$ cat config.mk
export PLATFORM = sky130hd
export DESIGN_NAME = regfile_sb
export DESIGN_NICKNAME = d
export VERILOG_FILES = /design/src/rtl/regfile_sb.sv
export SDC_FILE = /design/constraint.sdc
export NUM_CORES = 2
export LEC_CHECK = 0
export CELL_PAD_IN_SITES_DETAIL_PLACEMENT = 0
export CELL_PAD_IN_SITES_GLOBAL_PLACEMENT = 2
export CORE_UTILIZATION = 37
export DETAILED_ROUTE_END_ITERATION = 8
export PLACE_DENSITY = 0.75
export SETUP_SLACK_MARGIN = 0.15
export SLEW_MARGIN = 20
export SYNTH_ARGS = -nofsm -noshare
export SYNTH_HDL_FRONTEND = slang
export SYNTH_SLANG_ARGS = --single-unit
$ cat constraint.sdc
create_clock -name clk -period 3.1 [get_ports clk]
set_clock_uncertainty 0.2 [all_clocks]
set_input_delay 0.62 -clock clk [delete_from_list [all_inputs] [get_ports clk]]
set_output_delay 0.62 -clock clk [all_outputs]
set_load 0.1 [all_outputs]
$ cat src/rtl/regfile_sb.sv
// Integer register file with NR_RD combinational read ports, one write-back port,
// x0 hardwired to zero, optional write-back forwarding and a pending-write scoreboard.

module regfile_sb_rdport #(
  parameter int D_WIDTH = 32,
  parameter int A_WIDTH = 5,
  parameter int DEPTH   = 32,
  parameter int BYPASS  = 1
) (
  input  logic [A_WIDTH-1:0]            addr,
  input  logic [DEPTH-1:0][D_WIDTH-1:0] mem,
  input  logic [DEPTH-1:0]              busy,
  input  logic                          wb_en,
  input  logic [A_WIDTH-1:0]            wb_addr,
  input  logic [D_WIDTH-1:0]            wb_data,
  output logic [D_WIDTH-1:0]            data,
  output logic                          pend
);
  logic zero, hit;

  assign zero = (addr == '0);
  // the retiring write hides the stale value and the busy flag in the same cycle
  assign hit  = (BYPASS != 0) && wb_en && (wb_addr == addr);
  assign data = zero ? '0 : (hit ? wb_data : mem[addr]);
  assign pend = !zero && busy[addr] && !hit;
endmodule

module regfile_sb #(
  parameter int D_WIDTH = 32,
  parameter int A_WIDTH = 5,
  parameter int NR_RD   = 2,
  parameter int BYPASS  = 1
) (
  input  logic                       clk,
  input  logic                       rst_n,
  input  logic [NR_RD*A_WIDTH-1:0]   rd_addr,
  output logic [NR_RD*D_WIDTH-1:0]   rd_data,
  output logic [NR_RD-1:0]           rd_busy,
  input  logic                       issue_en,
  input  logic [A_WIDTH-1:0]         issue_addr,
  input  logic                       wb_en,
  input  logic [A_WIDTH-1:0]         wb_addr,
  input  logic [D_WIDTH-1:0]         wb_data,
  input  logic [A_WIDTH-1:0]         dbg_addr,
  output logic [D_WIDTH-1:0]         dbg_data,
  output logic [(2**A_WIDTH)-1:0]    busy_vec
);
  localparam int DEPTH = 2**A_WIDTH;

  logic [DEPTH-1:0][D_WIDTH-1:0] mem;
  logic [DEPTH-1:0]              busy;

  // x0 is never written or marked, so mem[0] and busy[0] stay at their reset zero
  always_ff @(posedge clk) begin
    if (!rst_n) begin
      mem  <= '0;
      busy <= '0;
    end else begin
      if (wb_en && wb_addr != '0) begin
        mem[wb_addr]  <= wb_data;
        busy[wb_addr] <= 1'b0;
      end
      // issued after the clear so a same-register issue (newer producer) wins
      if (issue_en && issue_addr != '0)
        busy[issue_addr] <= 1'b1;
    end
  end

  for (genvar i = 0; i < NR_RD; i++) begin : g_rd
    regfile_sb_rdport #(
      .D_WIDTH(D_WIDTH), .A_WIDTH(A_WIDTH), .DEPTH(DEPTH), .BYPASS(BYPASS)
    ) u_rd (
      .addr    (rd_addr[i*A_WIDTH +: A_WIDTH]),
      .mem     (mem),
      .busy    (busy),
      .wb_en   (wb_en),
      .wb_addr (wb_addr),
      .wb_data (wb_data),
      .data    (rd_data[i*D_WIDTH +: D_WIDTH]),
      .pend    (rd_busy[i])
    );
  end

  assign dbg_data = mem[dbg_addr];
  assign busy_vec = busy;
endmodule

==> impl_summary.log <==
INFO  metric largest_net_degree_at_the_start_of_global_routing = 172
INFO  metric reg2reg_setup_slack = approximately 2000 ps
INFO  metric fmaxAchievable = about 270 MHz
INFO  metric area_growth_syn_to_layout = 36.23%
INFO  metric cap_violations = 0
INFO  metric peakVddDrop = between 0.0006 and 0.0007 V
INFO  metric core_region_area = roughly 170,000 um2
INFO  metric yosysWarningCount = 0
INFO  metric timing.slew.headroom = 43.22%
INFO  metric totalWireLength = approximately 340,000 um
INFO  metric wl_per_cell = 35.36 um
INFO  metric finalWorstPathRequiredPeriod = approximately 3700 ps
INFO  metric final_util = between 50% and 60%
INFO  metric synthSimpleGateAreaFrac = about 15%
INFO  metric synthesized_area_fraction_occupied_by_ao_oa_aoi_and_oai_cells = 16.73%
INFO  metric largest_family_of_logic_cells_by_synthesized_area = multiplexers
INFO  metric worst-path-max-fanout = 7
INFO  metric post_synth_arst_share = 0%
INFO  metric fillerInstances = 15,213
INFO  metric synth.top_cell.area_share = 33.06%
INFO  metric timing_max_transition_violations_final = 0
INFO  metric worst_hold_class = flip-flop to flip-flop
INFO  metric setup_slack = -567.4 ps
INFO  metric syn_nets = 6,674
INFO  metric vias_per_cell = approximately 6.3
INFO  metric crit_path_start_kind = input pin
INFO  metric final_hold_viol_count = 0
INFO  metric fin_nets = around 7,300
INFO  metric chipHeight = 417.7 um
INFO  metric synth-edff-count = 0
INFO  metric number_of_detailed_routing_iterations_run_before_antenna_repair = 6
INFO  metric synth.lib_cells_used.distinct = 51
INFO  metric antenna_violations_before_repair = 14
INFO  metric yosys.area_share.adder = 0%
INFO  metric p_leak = ~30 nW
INFO  metric top_level_port_count = approximately 190
INFO  metric timing_worst_setup_path_type = input pin to output pin
INFO  metric max-clock-path-buffers = 3
INFO  metric total_number_of_h_tree_levels = 4
INFO  metric synth_xor_area_share = less than 1%
INFO  metric track_usage = 38.33%
INFO  metric vias = 61,073
INFO  metric status = finished, violations left
INFO  metric first_global_vias = 58,102
INFO  metric rsz0062_at_grt = yes
INFO  metric clock_insertion_delay_at_the_later_pin_of_the_skew_report = 820 ps
INFO  metric synth_top_area_cell = dfxtp_1
INFO  metric ant_nets = 0
INFO  metric syn_area = 63,950 um2
INFO  metric grt.overflow.total = 0
INFO  metric totalPowerFinal = between 30 and 40 mW
INFO  metric gp_congestion = ~0.99
INFO  metric synthMuxAreaShare = a little under a third
INFO  metric clkSinkCount = around 1,100
INFO  metric ys_ff_latch = 1,056
INFO  metric die-area = about 170,000 um2
INFO  metric synth.yosys.seq_area_share = between 30% and 40%
INFO  metric path_clk_slew = 60 ps
INFO  metric setup_violators_final = 98
INFO  metric cts-root-buf = clkbuf_16
INFO  metric synth-main-ff-cell = dfxtp_1
INFO  metric dr.first_iter.drc_count = 8,009
INFO  metric required = 2280 ps
INFO  metric dp_worst_setup_slack = -1270 ps
INFO  metric failed_checks = setup timing
INFO  metric fraction_of_final_layout_cells_with_drive_strength_greater_than_1 = a little under two fifths
INFO  metric timing_worst_slew_pin_value = approximately 850 ps
INFO  metric cts_made_buffers = between 100 and 150
INFO  metric initial_core_util = ~37%
INFO  metric syn_area_per_cell = 9.670 um2
INFO  metric placementRows = 152
INFO  metric worstSetupEndpointType = output pin
INFO  metric dp_hpwl = approximately 230,000 um
INFO  metric most_frequent_cells_in_the_layout = 2,033 x nand2_1, 992 x a21boi_0, 895 x dfxtp_1
INFO  metric crit_arrival = 2850 ps
INFO  metric route.detailed.drc = 0
INFO  metric tns = -44,150 ps
INFO  metric fp.dieW = between 400 and 500 um
INFO  metric syn_inst = ~6,600
INFO  metric tritoncts = built
INFO  metric port_buffers = 190
INFO  metric final_common_cell = nand2_1
INFO  metric first_pass_grt_wire_length = 469,700 um
INFO  metric top_area_cells_in_the_synthesized_netlist = dfxtp_1 33%, mux4_2 26%, nand2_1 12%
INFO  metric cellPowerDensity = around 410 nW/um2
INFO  metric min_period_over_period = 118.3%
[path summary, 6_finish.rpt]
kind	start	to	cells after the start
setup / recovery	rd_addr[5]	rd_data[46]	10
hold / removal	mem[488]	mem[488]	2
setup reg to reg	busy_vec[23]	busy_vec[23]	4
hold reg to reg	mem[488]	mem[488]	2
[timing repair]
| item | 4_1_cts | 5_1_grt |
|---|---|---|
| setup endpoints to repair | 98 | 98 |
| pin swaps | 145 | 78 |
| endpoints found under the hold margin | 15 | 0 |
| cloned | 33 | 11 |
| resized for setup | 535 | 158 |
| hold buffers | 1 | 0 |
| buffers inserted | 139 | 41 |
[area by class of cell]
type,instances,area [um2],area share (%)
inverter,2,10.01,0.01149
antenna,8,20.02,0.02298
timing repair buffer,1196,15760,18.09
clock buffer,181,3861,4.432
clock inverter,57,541.8,0.6219
multi-input combinational,4813,42680,49.00
tap,2310,2890,3.318
sequential,1056,21340,24.50
[state kept, by name, indices dropped and copies added (netlist names)]
register and flops:
mem 1024, busy_vec 32
[synth_stat cells, types with 6 or more instances]
master,instances
dfxtp_1,1056
nor2_1,76
nand3b_1,6
nor3_1,41
mux4_2,747
nor4_1,15
buf_6,10
a32o_1,28
mux2_2,58
buf_1,29
a221o_1,10
o21ai_0,16
a211oi_1,42
nand3_1,17
clkbuf_2,21
a221oi_1,17
nand2_1,2102
a21oi_1,32
clkbuf_1,535
a32oi_1,8
xor2_1,6
a2111oi_0,13
nor2b_1,38
o221ai_1,31
a22oi_1,125
a21boi_0,992
a22o_1,16
o211ai_1,14
nor3b_1,8
buf_4,42
and2_1,42
o22ai_1,78
buf_2,105
mux2i_1,200
[worst max-delay path, cell delays in order]
cell and delay, ps:
buf_16 190, buf_6 140, buf_12 140, buf_8 130, mux4_2 510, a22oi_2 200
buf_4 170, a211oi_4 90, a221o_4 430, buf_12 200
[cells by family after synthesis]
group	after synthesis
and+or+nand+nor	2371
buffers and inverters	744
DFF	1056
xor gates and xnor gates	10
muxes	1005
AOI/OAI and AO/OA	1427
[report_power, final]
group	switching, mW	leakage [nW]	total (mW)	internal (mW)
clock network	6.72	2.20	16.0	9.31
registers	0.105	8.59	13.8	13.7
logic	3.59	19.1	6.21	2.62
total	10.4	29.9	36.0	25.6
[layer usage]
| layer | global-route usage, % | wire length (um) |
|---|---|---|
| met1 | 49.27 | 130000 |
| met2 | 56.24 | 146100 |
| met3 | 11.67 | 39420 |
| met4 | 23.58 | 24780 |
| met5 | 0 | 44 |
[through the flow]
step           std cells  cell area [um2]  hold slack, ps
5_1_grt             9617            87100           297.5
3_5_place_dp        9152            77100           280.8
6_report            9623            87110           278.6
4_1_cts             9563            85870           279.9
3_3_place_gp        9149            77060           270.6
2_1_floorplan       6613            66420           259.8
Power figures use the tool's default switching activity.
